$ cat src/rtl/sync_filter_pkg.sv
// Shared types and helpers for the sync_filter_bus channel synchroniser.
// The edge_t encoding is also meant for consumers decoding rise/fall pairs.
package sync_filter_pkg;

  typedef enum logic [1:0] {
    EDGE_NONE = 2'd0,
    EDGE_RISE = 2'd1,
    EDGE_FALL = 2'd2
  } edge_t;

  // Counter width able to hold 0 .. filt.
  function automatic int cnt_w(input int filt);
    return $clog2(filt + 1);
  endfunction

  // Direction of an accepted change, given the level being adopted.
  function automatic edge_t edge_of(input logic new_level);
    return new_level ? EDGE_RISE : EDGE_FALL;
  endfunction

endpackage

$ cat src/rtl/sync_filter_ch.sv
// One channel: W-flop synchroniser, FILT-sample stability filter, edge pulses.
// Edge pulse flops exist only when SYNC_FILTER_BUS_EDGE_EN is defined.
module sync_filter_ch
  import sync_filter_pkg::*;
#(
  parameter int   W       = 3,
  parameter int   FILT    = 4,
  parameter logic RST_BIT = 1'b0
) (
  input  logic clk,
  input  logic aresetn,
  input  logic in,
  output logic out,
  output logic rise,
  output logic fall
);

  localparam int            CW       = cnt_w(FILT);
  localparam logic [CW-1:0] CNT_LAST = CW'(FILT - 1);

  logic [W-1:0]  sync_q;
  logic [CW-1:0] cnt_q;
  logic          s;
  logic          take;

  assign s    = sync_q[W-1];
  assign take = (s != out) && (cnt_q == CNT_LAST);

  // Plain shift chain with nothing between stages, so each flop gets a full
  // cycle to resolve metastability. Resetting it to the same value as out
  // keeps reset release from looking like a change.
  // NOTE: sequential state uses non-blocking assignments so every flop samples
  // the pre-edge value of its neighbour; blocking here would collapse the chain.
  always_ff @(posedge clk or negedge aresetn) begin
    if (!aresetn) begin
      sync_q <= {W{RST_BIT}};
    end else begin
      sync_q <= {sync_q[W-2:0], in};
    end
  end

  // Count consecutive samples that disagree with out; any agreement restarts
  // the count, and the threshold hit both adopts s and clears the counter, so
  // cnt_q never passes CNT_LAST.
  always_ff @(posedge clk or negedge aresetn) begin
    if (!aresetn) begin
      out   <= RST_BIT;
      cnt_q <= '0;
    end else if (s == out) begin
      cnt_q <= '0;
    end else if (take) begin
      out   <= s;
      cnt_q <= '0;
    end else begin
      cnt_q <= cnt_q + 1'b1;
    end
  end

`ifdef SYNC_FILTER_BUS_EDGE_EN
  edge_t edge_d;

  assign edge_d = take ? edge_of(s) : EDGE_NONE;

  // Registered alongside out, so pulses line up with the cycle out changes.
  always_ff @(posedge clk or negedge aresetn) begin
    if (!aresetn) begin
      rise <= 1'b0;
      fall <= 1'b0;
    end else begin
      rise <= (edge_d == EDGE_RISE);
      fall <= (edge_d == EDGE_FALL);
    end
  end
`else
  assign rise = 1'b0;
  assign fall = 1'b0;
`endif

endmodule

$ cat src/rtl/sync_filter_bus.sv
// N-channel synchroniser/debouncer for asynchronous level inputs into clk.
// Define SYNC_FILTER_BUS_EDGE_EN to build rise/fall/changed; otherwise they are 0.
module sync_filter_bus
  import sync_filter_pkg::*;
#(
  parameter int           N       = 8,
  parameter int           W       = 3,
  parameter int           FILT    = 4,
  parameter logic [N-1:0] RST_VAL = '0
) (
  input  logic         clk,
  input  logic         aresetn,
  input  logic [N-1:0] in,
  output logic [N-1:0] out,
  output logic [N-1:0] rise,
  output logic [N-1:0] fall,
  output logic         changed
);

  if (N < 1) begin : g_bad_n
    $fatal(1, "sync_filter_bus: N must be >= 1");
  end
  if (W < 2) begin : g_bad_w
    $fatal(1, "sync_filter_bus: W must be >= 2");
  end
  if (FILT < 1) begin : g_bad_filt
    $fatal(1, "sync_filter_bus: FILT must be >= 1");
  end

  // Channels are independent; a multi-bit value on in is never coherent here.
  for (genvar i = 0; i < N; i++) begin : g_ch
    sync_filter_ch #(
      .W       (W),
      .FILT    (FILT),
      .RST_BIT (RST_VAL[i])
    ) u_ch (
      .clk     (clk),
      .aresetn (aresetn),
      .in      (in[i]),
      .out     (out[i]),
      .rise    (rise[i]),
      .fall    (fall[i])
    );
  end

`ifdef SYNC_FILTER_BUS_EDGE_EN
  assign changed = |(rise | fall);
`else
  assign changed = 1'b0;
`endif

endmodule

$ cat config.mk
export PLATFORM = sky130hd
export DESIGN_NAME = sync_filter_bus
export DESIGN_NICKNAME = d
export VERILOG_FILES = /design/src/rtl/sync_filter_pkg.sv /design/src/rtl/sync_filter_ch.sv /design/src/rtl/sync_filter_bus.sv
export SDC_FILE = /design/constraint.sdc
export NUM_CORES = 1
export LEC_CHECK = 0
export CORE_UTILIZATION = 35
export DETAILED_ROUTE_END_ITERATION = 10
export SETUP_SLACK_MARGIN = 0.2
export SYNTH_ARGS = -nofsm -noshare
export SYNTH_HDL_FRONTEND = slang
export SYNTH_SLANG_ARGS = --single-unit
$ cat constraint.sdc
create_clock -name clk -period 1.3 [get_ports clk]
set_input_delay 0.26 -clock clk [delete_from_list [all_inputs] [get_ports clk]]
set_output_delay 0.26 -clock clk [all_outputs]
set_load 0.02 [all_outputs]
# [After elaboration in Yosys (flattened, before gate mapping)]
# Cells that the tools add are included.
[word_totals] ff_bits=56 in_bits=10 out_inout_bits=25 elab_cells=96
[classes] n_addsub=8 n_eq_ne=24 mux=16 bitwise_logic=8 n_reduce_logical=16
[ops] cell="3-bit 2-to-1 mux" count=16
[ops] cell="3-bit by 1-bit adder with 3-bit output, second input constant" count=8
[ops] cell="3-bit by 2-bit equality test with 1-bit output, second input constant" count=8
[ops] cell="2-bit AND reduction" count=8
[ops] cell="1-bit equality test" count=8
[ops] cell="1-bit logical AND" count=8
[ops] cell="1-bit != test" count=8
[ops] cell="1-bit NOT" count=8

# [Logic depth before layout (Yosys ltp)]
# Gate-level depths: netlist (run 1).
[logic_depth] ltp_word=4 mapped_depth=3 depth_no_buf=3

# [Cells and area by module]
# A second synthesis (run 1) with hierarchy kept.
[unflattened] cells_unflattened=138 area_unflattened_um2=2093.3
[by_module_without_submodules] module="sync_filter_ch" instances=8 cells_per_inst=17 area_per_inst_um2=260.2 seq_area_each_um2=175.2
[by_module_without_submodules] module="sync_filter_bus" instances=1 cells_per_inst=2 area_per_inst_um2=11.3 seq_area_each_um2=0.0

# [Worst setup path before layout (run 1)]
# OpenSTA, ideal clock, no wires.
[synth_timing] kind="register -> register" from="reg g_ch[1].u_ch.cnt_q[0]" to="reg g_ch[1].u_ch.out" arrival_ps=951 t_required_ps=1175 setup_slack_ps=224 path_stages_with_launch=4 path_buffers=0 synth_period_minus_slack_ps=1076 cell_sequence="dfrtp_1 > ha_1 > nor2b_4 > mux2_2"
[synth_between] elab_chain_cells=3
[synth_lines] item="start: declaration" line_no="sync_filter_ch.sv:22" source="logic [CW-1:0] cnt_q;"
[synth_lines] item="start signal: assignment" line_no="sync_filter_ch.sv:55" source="cnt_q <= cnt_q + 1'b1;"
[synth_lines] item="3-bit by 2-bit equality test with 1-bit output" line_no="sync_filter_ch.sv:27" source="assign take = (s != out) && (cnt_q == CNT_LAST);"
[synth_lines] item="1-bit logical AND" line_no="sync_filter_ch.sv:27"
[synth_lines] item="2-bit AND reduction (no line)"
[synth_lines] item="end signal: assignment" line_no="sync_filter_ch.sv:52" source="out <= s;"
[synth_lines] item="end: declaration" line_no="sync_filter_ch.sv:13" source="output logic out,"
# No other way between the ends.
# A chain may end at the register's enable or synchronous reset.

# [Worst setup path in the final report (run 1)]
[layout_timing] from="reg g_ch[4].u_ch.cnt_q[0]" to="reg g_ch[4].u_ch.out"
[layout_between] elab_chain_cells=3
[layout_lines] item="start: declaration" line_no="sync_filter_ch.sv:22"
[layout_lines] item="start signal: assignment" line_no="sync_filter_ch.sv:55"
[layout_lines] item="3-bit by 2-bit equality test with 1-bit output" line_no="sync_filter_ch.sv:27"
[layout_lines] item="1-bit logical AND" line_no="sync_filter_ch.sv:27"
[layout_lines] item="2-bit AND reduction (no line)"
[layout_lines] item="end signal: assignment" line_no="sync_filter_ch.sv:52"
[layout_lines] item="end: declaration" line_no="sync_filter_ch.sv:13"
# No other way between the ends.

==> results of run 1 <==
[through the flow]
step	area [um2]	hold WS (ns)	power, mW
after floorplan	2180	-0.0356	3.39
after global routing	2670	0.360	5.66
after detailed placement	2270	0.299	3.73
after global placement	2270	0.290	3.57
final	2670	0.353	5.31
after CTS	2560	0.356	5.15
[kinds of logic after synthesis]
logic type	share of synthesized area (%)
xor+xnor	3.31
fa+ha+maj	4.73
buf+inv	8.87
flops	66.2
mux	4.26
other cells	0.177
simple gates	12.5
[power groups by stage]
| stage | clock network (mW) | logic (mW) | registers (mW) |
|---|---|---|---|
| floorplan | 0 | 1.09 | 2.31 |
| global placement | 0 | 1.24 | 2.33 |
| detailed placement | 0 | 1.35 | 2.38 |
| CTS | 1.01 | 1.82 | 2.32 |
| global route | 1.08 | 2.21 | 2.36 |
| finish | 0.957 | 2.03 | 2.32 |
[cells in the mapped netlist, drive strengths merged]
| master | count |
|---|---|
| dfrtp | 56 |
| buf | 25 |
| nor2b | 13 |
| nor3b | 11 |
| ha | 8 |
| mux2 | 8 |
| nor3 | 8 |
| xnor2 | 8 |
| conb | 1 |
[critical path, stage by stage, from the launching register on]
cell,delay [ns]
dfrtp_1,0.38
ha_2,0.19
nor2b_4,0.15
mux2_4,0.30
[per-layer routing]
| layer | vias to the layer above | routed length (um) | share of wire, % | track usage, % |
|---|---|---|---|---|
| li1 | 501 | - | - | - |
| met1 | 547 | 1120 | 37 | 10.8 |
| met2 | 23 | 1730 | 57 | 19.1 |
| met3 | 7 | 111 | 3.7 | 3.43 |
| met4 | 0 | 47 | 1.6 | 4.82 |
| met5 | - | 0 | 0 | 0 |
[final timing paths]
kind / start / end / slack [ns] / cells past startpoint
hold / removal: g_ch[7].u_ch.sync_q[0]$_DFF_PN0_ / g_ch[7].u_ch.sync_q[1]$_DFF_PN0_ / 0.35 / 0
setup reg to reg: g_ch[4].u_ch.cnt_q[0]$_DFF_PN0_ / g_ch[4].u_ch.out$_DFFE_PN0P_ / 0.17 / 3
max in group asynchronous: aresetn / g_ch[5].u_ch.cnt_q[0]$_DFF_PN0_ / 0.54 / 3
min in group asynchronous: aresetn / g_ch[7].u_ch.cnt_q[0]$_DFF_PN0_ / 0.50 / 3
setup / recovery: g_ch[4].u_ch.cnt_q[0]$_DFF_PN0_ / g_ch[4].u_ch.out$_DFFE_PN0P_ / 0.17 / 3
hold reg to reg: g_ch[7].u_ch.sync_q[0]$_DFF_PN0_ / g_ch[7].u_ch.sync_q[1]$_DFF_PN0_ / 0.35 / 0
[layout make-up]
type | count | area (um2)
clock buffer | 7 | 96.3
fill | 505 | 3010
sequential | 56 | 1400
timing repair buffer | 47 | 403
multi-input combinational | 73 | 676
tap | 72 | 90.1
[state kept, by name, indices dropped and copies added (netlist names)]
signal            count
g_ch.u_ch.sync_q     24
g_ch.u_ch.out         8
g_ch.u_ch.cnt_q      24
[repair_timing]
action / in CTS / in global routing
pin swaps: 8 / 4
endpoints found under the setup margin: 16 / 22
gates cloned: 0 / 0
setup buffers: 18 / 8
resized for setup: 63 / 7
hold endpoints to repair: 56 / 0
hold buffers: 1 / 0
==> results by group, run 1 <==
Status
  – Outcome: finished, final reports clean

Global routing
  – Largest net degree at the start of global routing: 29
  – Global route overflow: 0
  – Initial antenna violation count: 0
  – Vias in the first global route: 1,157
  – First-pass GRT wire length: 4940 um
  – Total GRT Usage: 10.5%

Power
  – Clock power frac: 18.0%
  – VDD IR max: 887 uV
  – Leakage: between 1 and 1.5 nW
  – Switch share: 28.2%
  – Reg power frac: a little over two fifths
  – Comb power frac: 38.2%
  – Sw power: 1.50 mW
  – Cell-internal power: 3.81 mW
  – Pwr dens: 1990 mW/mm2

Setup path
  – Critical path capture point type: flip-flop
  – CP Max Fanout: 2
  – Crit start category: flip-flop
  – Crit path DAT: about 1.3 ns
  – Critical path type: flip-flop to flip-flop
  – WP data required: between 1 and 1.5 ns

Yosys
  – Cell variety after synth: 10
  – #FFs+latches synth: 56
  – Top area cells in the synthesized netlist: dfrtp_1 66%, buf_4 8.9%, nor2b_4 5.2%
  – Register area share after synthesis: about two thirds
  – Mean post-synth cell area: about 15 um2
  – Post-synthesis cell count: approximately 140
  – Largest area contributor in the netlist: dfrtp_1
  – Synth top area share: between 60% and 70%
  – Synthesized cell area: 0.00212 mm2
  – YS warnings: 0

STA
  – Final min period: around 1.1 ns
  – Max-slew violation count: 0
  – Max Fclk: 888 MHz
  – Endpoints failing hold: 0
  – Clock Skews: 0.00324 ns
  – RSZ-0062 raised after global routing: true
  – Period utilization: 86.6%
  – Setup violations, final: 0
  – Setup TNS: 0 ns
  – Worst Setup Slack, final: 0.174 ns

CTS
  – CTS root buf: clkbuf_8
  – Clk_lat worst skew: 0.30 ns
  – Clk pin slew, worst setup/hold paths: 0.08 ns
  – Number of clock sinks: 56
  – TritonCTS clock tree: done
  – H-tree levels: 2
  – Num CTS Buffers: 5
  – Buffer depth of the longest clock path: 2

Layout
  – Most common cell after layout, fill and taps aside: dfrtp_1
  – Area Growth Syn to Fin: 25.9%
  – Finished Layout Cells: about 260
  – Commonest cells after routing, fill and taps aside: 56 x dfrtp_1, 29 x buf_4, 17 x conb_1
  – Layout cells sized above 1: 41.0%
  – Fin nets: 201
  – Post-layout util: 47.0%
  – Number of antenna diodes: 0

Job
  – Max Cap Viol: 0

Floorplanning
  – Core area: 0.00568 mm2
  – Rows: 27
  – DIE HEIGHT: 79.8 um
  – Starting Density: roughly 37%
  – Ports: 35
  – Die W: 79.8 um
  – Die footprint: 0.00636 mm2

Drt
  – ANT nets after route: 0
  – DRC viols: 0
  – Drt first-iter violations: 27
  – Routed WL per cell: 11.8 um
  – Via count: 1,078
  – 1st-pass router iterations: 3
  – DRT Wirelength: 3010 um
  – Vias per Instance: roughly 4.2

Placed design
  – IO Port Bufs: 17
  – DP Worst Slack: 0.0288 ns
  – Inst Count DP: 221
  – HPWL after detailed placement: 2050 um
  – Gpl congestion: 0.602

Min path
  – Hold WC Path Type: flip-flop to flip-flop
Note: power is estimated with default switching activity, not from simulation.
==> run 2: changes to the inputs <==
SKIP_CTS_REPAIR_TIMING = 1   (was default)
==> results by group, run 2 (synthesis gave the netlist of run 1 again) <==
Layout
  – Finished Layout Cells: 251
  – Fin nets: a little under 200
  – Number of antenna diodes: 0
  – Top flop regs: g_ch.u_ch.cnt_q x24, g_ch.u_ch.sync_q x24, g_ch.u_ch.out x8
  – Layout cells sized above 1: 36.9%
  – Fill count: between 500 and 600
  – Area Growth Syn to Fin: 22.6%
  – Commonest cells after routing, fill and taps aside: 56 x dfrtp_1, 25 x buf_4, 17 x conb_1
  – Most common cell after layout, fill and taps aside: dfrtp_1

CTS
  – H-tree levels: 2
  – Buffer depth of the longest clock path: 2
  – Num CTS Buffers: 5
  – Clk_lat worst skew: 0.30 ns
  – TritonCTS clock tree: done
  – Clk pin slew, worst setup/hold paths: 0.08 ns
  – Number of clock sinks: 56
  – CTS root buf: clkbuf_8

Setup path
  – Crit start category: flip-flop
  – WP data required: 1.49 ns
  – Crit path DAT: 1.31 ns
  – Critical path type: flip-flop to flip-flop
  – CP Max Fanout: 2
  – Critical path capture point type: flip-flop

Drt
  – DRT Wirelength: 2940 um
  – Via count: 1,043
  – Vias per Instance: 4.16
  – DRC viols: 0
  – ANT nets after route: 0
  – Routed WL per cell: 11.7 um
  – 1st-pass router iterations: 3
  – Drt first-iter violations: 27

Power
  – Pwr dens: 1970 mW/mm2
  – VDD IR max: between 800 and 900 uV
  – Leakage: 1.22 nW

STA
  – Setup violations, final: 0
  – Endpoints failing hold: 0
  – Clock Skews: 0.00301 ns
  – Max-slew violation count: 0
  – Final min period: between 1 and 1.5 ns
  – Max Fclk: 890 MHz
  – Setup TNS: 0 ns
  – RSZ-0062 raised after global routing: true
  – Period utilization: 86.4%

Status
  – Outcome: finished, final reports clean

Placed design
  – IO Port Bufs: 17
  – Inst Count DP: approximately 220
  – Gpl congestion: around 0.6
  – HPWL after detailed placement: roughly 2000 um

Floorplanning
  – Core area: 0.00568 mm2
  – Starting Density: between 30% and 40%
  – Ports: 35
  – DIE HEIGHT: ~80 um
  – Rows: 27
  – Die footprint: 0.00636 mm2
  – Die W: 79.8 um

Global routing
  – Total GRT Usage: between 9 and 10%
  – Largest net degree at the start of global routing: 29
  – Initial antenna violation count: 0
  – Global route overflow: 0
  – Vias in the first global route: 1,047
  – First-pass GRT wire length: 4580 um

Job
  – Max Cap Viol: 0

Min path
  – Hold WC Path Type: flip-flop to flip-flop
## run 2: cell types whose count changed in the layout (fill, tap and decap cells not counted), moves of 2 or more
cell,previous run,this run
xnor2_1,5,7
nor3b_1,9,11
buf_4,29,25
xnor2_2,3,1
nor3b_2,2,0
## run 2: per-layer routing
layer	global-route usage (%)	vias to the layer above	part of all wire, %
met2	16.6	23	56
li1	-	490	-
met1	10.6	523	38
met5	0	-	0
met4	4.82	0	1.6
met3	3.43	7	3.9
## run 2: critical path, cell delays in order (launching register included)
cell and delay (ns):
dfrtp_1 0.37, ha_2 0.19, nor2b_4 0.15, mux2_4 0.30
## run 2: final timing paths
kind                                             startpoint  depth (start not counted)                          endpoint  slack, ns
setup reg to reg            g_ch[4].u_ch.cnt_q[0]$_DFF_PN0_                          3      g_ch[4].u_ch.out$_DFFE_PN0P_       0.18
hold reg to reg            g_ch[7].u_ch.sync_q[0]$_DFF_PN0_                          0  g_ch[7].u_ch.sync_q[1]$_DFF_PN0_       0.35
max in group asynchronous                           aresetn                          3   g_ch[4].u_ch.cnt_q[2]$_DFF_PN0_       0.54
min in group asynchronous                           aresetn                          3   g_ch[7].u_ch.cnt_q[0]$_DFF_PN0_       0.50
setup / recovery            g_ch[4].u_ch.cnt_q[0]$_DFF_PN0_                          3      g_ch[4].u_ch.out$_DFFE_PN0P_       0.18
hold / removal             g_ch[7].u_ch.sync_q[0]$_DFF_PN0_                          0  g_ch[7].u_ch.sync_q[1]$_DFF_PN0_       0.35
## run 2: stage by stage
| step | util, % | power, mW | instance area (um2) | hold slack [ns] | setup WS (ns) |
|---|---|---|---|---|---|
| CTS | 41.6 | 4.71 | 2360 | -0.0297 | -0.311 |
| global placement | 39.9 | 3.57 | 2270 | 0.290 | 0.0727 |
| global route | 45.7 | 5.45 | 2600 | 0.360 | 0.135 |
| floorplan | - | 3.39 | 2180 | -0.0356 | 0.224 |
| detailed placement | 39.9 | 3.73 | 2270 | 0.299 | 0.0288 |
| finish | 45.7 | 5.11 | 2600 | 0.353 | 0.176 |
## run 2: cell type report
class | instances | area, um2 | share of cell area (%)
Sequential cell | 56 | 1400 | 54.0
Multi-Input combinational cell | 73 | 642 | 24.7
Tap cell | 72 | 90.1 | 3.47
Clock buffer | 7 | 96.3 | 3.71
Timing Repair Buffer | 43 | 367 | 14.1
## run 2: report_power, final
group / switching, mW / internal (mW) / total, mW / leakage, nW
logic: 0.735 / 1.09 / 1.82 / 0.472
registers: 0.223 / 2.11 / 2.33 / 0.693
clock network: 0.485 / 0.475 / 0.959 / 0.0503
total: 1.44 / 3.67 / 5.11 / 1.22
==> run 3: changes to the inputs <==
HOLD_SLACK_MARGIN = 0.08   (was default)
==> results of run 3 <==
No change in the layout: final DEF, timing and power equal those of run 2.
==> RTL change 1, RTL diff (config.mk and constraints of run 2) <==
`FILT` is set to 4 in 2 places; all go to 8.
--- a/src/rtl/sync_filter_ch.sv
+++ b/src/rtl/sync_filter_ch.sv
@@ -6,3 +6,3 @@
   parameter int   W       = 3,
-  parameter int   FILT    = 4,
+  parameter int   FILT    = 8,
   parameter logic RST_BIT = 1'b0
--- a/src/rtl/sync_filter_bus.sv
+++ b/src/rtl/sync_filter_bus.sv
@@ -7,3 +7,3 @@
   parameter int           W       = 3,
-  parameter int           FILT    = 4,
+  parameter int           FILT    = 8,
   parameter logic [N-1:0] RST_VAL = '0
Check against the original RTL: not equivalent (Yosys sat finds a counterexample within 10 cycles, from zero or initial values and one cycle with aresetn low).
==> RTL change 1 against run 2 <==
  * Clock skew rose by 0.0040 ns
  * Wire length grew 18%
  * Count of clock-buffer cells in the layout is 6 higher
  * Critical path depth grew 1
  * Via count up 29%
  * Worst setup slack got worse by 0.067 ns
  * Synthesized area rose by 19%
  * Power rose by 26%
  * Critical path type unchanged
  * Sequential cell count rose by 8
  * Critical endpoint is now g_ch[0].u_ch.out
  * Design area rose by 27%
  * Synthesized cell count rose by 39%
  * Highest routed layer unchanged
==> RTL change 1: results (changes against run 2) <==
[route]
routed_wl_mm = 3.467  ; +18%
dr.pass1.iters = 4  ; +1
wl_per_cell_um = 10.41  ; -11%
initialDrtViolationCount = 22  ; -19%
dr_total_vias = 1347  ; +29%

[critical_path]
critPathTopFamily = flip-flops
rrSetupSlack_ns = 0.11  ; -0.07 ns
reg2reg_depth = 4  ; +1
slowest_delay_ns = 0.42  ; +0.05 ns
reg2reg_from = g_ch[0].u_ch.cnt_q[0]
critPathCapture = g_ch[0].u_ch.out
arrival_ns = 1.41  ; +0.10 ns
crit_path_top_delay_cell = dfrtp_1
crit_fanout = 3  ; +1

[clock_tree]
cts_buffers = 9  ; +4
clockBufferDepth = 2  ; unchanged
clk-insertion-delay-late_ns = 0.33  ; +0.03 ns
htree_levels = 3  ; +1

[layout]
inverters = 0  ; unchanged
buf_share_pct = 10.51  ; -3.6 points
fill_cells = 617  ; +20%
regArea_um2 = 1602  ; +14%
layout-drive-gt1-share_pct = 33.33  ; -3.5 points
nNonClkBuffers = 38  ; -12%
multi_input_area_share_pct = 31.04  ; +6.3 points
nets = 250  ; +27%
final_util_pct = 47.83  ; +2.1 points
nClkBuffers = 13  ; +6
clk_share_pct = 6.055  ; +2.3 points
sh_seq_area_pct = 48.74  ; -5.2 points
dominant_cells = flip-flops and latches
num-multi-input-gates = 119  ; +63%
reg_top3 = g_ch.u_ch.cnt_q (32), g_ch.u_ch.sync_q (24), g_ch.u_ch.out (8)

[sta]
finalCritPeriodShare_pct = 91.64  ; +5.2 points
hold_ws_ns = 0.3467  ; -0.006069 ns
skew_ns = 0.007012  ; +0.003997 ns

[placement]
globalplace.congestion = 0.7643  ; +27%
place_ws_ns = 0.06786  ; +0.03907 ns
placed_area_um2 = 2753  ; +21%
dp_hpwl_mm = 1.939  ; -5.6%
placed_cells = 301  ; +36%

[synthesis]
synthTopCellsByCount = dfrtp_1, buf_4, nor2_1
synthDistinctLibCells = 16  ; +6
ys_top_cells_by_area = dfrtp_1, buf_4, xnor2_1
synthCells = 192  ; +39%
ys_ff_latch = 64  ; +14%
ys_seq_area_share_pct = 63.52  ; -2.7 points

[global_routing]
grt_pass1_wl_mm = 5.651  ; +23%
grt_start_max_net_pins = 65  ; +120%
grt_usage_pct = 10.19  ; +0.49 points

[power]
p_int_mw = 4.518  ; +23%
pwr-share-clk_pct = 26.3  ; +7.5 points
comb_power_share_pct = 29.3  ; -6.4 points
seq-power_mw = 2.86  ; +23%
p_leak_nw = 1.578  ; +30%
ir_drop_mv = 0.9345  ; +7.6%

[outcome]
status = complete, no violations

==> RTL change 1: cell count changes in the layout (fill, tap and decap cells not counted), sizes merged, moves of 7 or more <==
cell | before | now
nor2 | 0 | 30
xnor2 | 8 | 16
clkbuf | 7 | 14
dfrtp | 56 | 64
nor3b | 11 | 2
nand3 | 0 | 8
mux2i | 0 | 8
==> RTL change 1: logic make-up after synthesis <==
logic type / Yosys count / share of synthesized area, %
buf+inv: 25 / 7.444
flops: 64 / 63.52
fa+ha+maj: 8 / 3.970
simple gates: 62 / 12.31
xor+xnor: 16 / 5.558
mux: 16 / 7.047
other cells: 1 / 0.1487
==> RTL change 1: metal layers <==
metal,global-route usage (%),vias up,routed length (µm)
met1,12.77,639,1595
met3,3.412,10,132
met4,8.636,0,92
li1,-,670,-
met2,14.10,28,1647
met5,0,-,0
==> RTL change 2, RTL diff (flow settings as in run 2) <==
Without the edit above. Add an input register stage for `in`; this delays it by one clock.
--- a/src/rtl/sync_filter_bus.sv
+++ b/src/rtl/sync_filter_bus.sv
@@ -18,2 +18,8 @@
 );
+
+  logic [N-1:0] in_q;
+
+  always_ff @(posedge clk) begin
+      in_q <= in;
+  end
 
@@ -38,3 +44,3 @@
       .aresetn (aresetn),
-      .in      (in[i]),
+      .in      (in_q[i]),
       .out     (out[i]),
Function: changed (Yosys sat finds a counterexample within 10 cycles, from zero or initial values and one cycle with aresetn low).
==> RTL change 2 against run 2 <==
  * Sequential cell count up 8
  * Largest power group unchanged
  * Design area increased by 10%
  * Synthesized area is 7.6% higher
  * Global-route usage grew 0.36 points
  * Power rose by 24%
  * Wire length is 3.4% higher
  * Non-clock buffer count decreased by 7
  * Worst setup slack got worse by 0.049 ns
  * Combinational power shrank 7%
  * Largest cell class unchanged
==> RTL change 2: results (changes against run 2) <==
[layout]
buf_share_pct = 11.39  ; -2.7 points
layout-drive-gt1-share_pct = 35.45  ; -1.4 points
clk_share_pct = 8.512  ; +4.8 points
area_delta_synth_final_pct = 25.88
nClkBuffers = 9  ; +2
reg_top3 = g_ch.u_ch.cnt_q (24), g_ch.u_ch.sync_q (24)
fill_cells = 585  ; +14%
nNonClkBuffers = 36  ; -16%
num-multi-input-gates = 73  ; unchanged
nets = 202  ; +2.5%
flops_and_latches = 64  ; +14%
multi_input_area_um2 = 638.1  ; -0.58%
antennaDiodeCount = 0  ; unchanged
sh_seq_area_pct = 54.47  ; +0.50 points
instances_no_fill = 266  ; +6.0%

[clock_tree]
clk-insertion-delay-late_ns = 0.34  ; +0.04 ns
clk_pin_slew_ns = 0.08  ; about the same
htree_levels = 3  ; +1
cts_root_buf = clkbuf_8

[route]
wl_per_cell_um = 11.44  ; -2.4%
ant_nets = 0  ; unchanged
initialDrtViolationCount = 12  ; -56%
dr_total_vias = 1123  ; +7.7%
dr.pass1.iters = 4  ; +1

[placement]
placed_cells = 233  ; +5.4%
dp_hpwl_mm = 1.840  ; -10%
place_ws_ns = 0.04712  ; +0.01833 ns
globalplace.congestion = 0.6141  ; +2.0%
placed_area_um2 = 2439  ; +7.6%

[global_routing]
grtUsageMet3_pct = 6.703  ; +3.3 points
antenna_found_initial = 0  ; unchanged
grt_usage_pct = 10.05  ; +0.36 points
met2_usage_pct = 15.49  ; -1.1 points
grt_start_max_net_pins = 57  ; +97%
grt.met1_usage_pct = 9.595  ; -1.0 points
grt_pass1_wl_mm = 4.595  ; +0.31%

[critical_path]
slowest_delay_ns = 0.42  ; +0.05 ns
crit_fanout = 3  ; +1
arrival_ns = 0.91  ; -0.40 ns

[synthesis]
ys_seq_area_share_pct = 68.57  ; +2.4 points
netlist_area_um2 = 2277  ; +7.6%
synthDistinctLibCells = 11  ; +1
ys_top_cells_by_area = dfrtp_1, buf_4, dfxtp_1
synth-xor-area-share_pct = 3.077  ; -0.23 points
synthFlopType = dfrtp_1
synthCells = 146  ; +5.8%
async_reset_ff_share_pct = 87.50  ; -13 points
synth_fa_ha_area_share_pct = 4.396  ; -0.33 points
synthMuxAreaShare_pct = 3.956  ; -0.30 points

[power]
p_comb_mw = 1.69  ; -7%
p_leak_nw = 1.319  ; +8.5%
comb_power_share_pct = 26.7  ; -9.0 points
p_int_mw = 4.633  ; +26%
pwr-share-clk_pct = 32.1  ; +13 points
ir_drop_mv = 0.9331  ; +7.4%

[sta]
skew_ns = 0.008909  ; +0.005895 ns

[outcome]
status = complete, no violations

[worst_hold_path]
hp-class = flop to flop

RTL change 2: changes by cell type after synthesis:
cell and change:
dfxtp_1 +8
RTL change 2: metal layers:
| layer | vias to the layer above | routed length [µm] | part of all wire (%) |
|---|---|---|---|
| met2 | 32 | 1603 | 53 |
| li1 | 515 | - | - |
| met5 | - | 0 | 0 |
| met3 | 8 | 146 | 4.8 |
| met1 | 568 | 1230 | 40 |
| met4 | 0 | 64 | 2.1 |
RTL change 2: final timing paths:
kind / from / end / slack (ns) / cells after the start
max: g_ch[4].u_ch.out / out[4] / 0.13 / 1
min: in_q[7] / g_ch[7].u_ch.sync_q[0] / 0.33 / 0
max reg2reg: g_ch[5].u_ch.cnt_q[0] / g_ch[5].u_ch.out / 0.14 / 3
min reg2reg: in_q[7] / g_ch[7].u_ch.sync_q[0] / 0.33 / 0
max in group asynchronous: aresetn / g_ch[3].u_ch.sync_q[1] / 0.61 / 3
min in group asynchronous: aresetn / g_ch[7].u_ch.sync_q[1] / 0.46 / 3
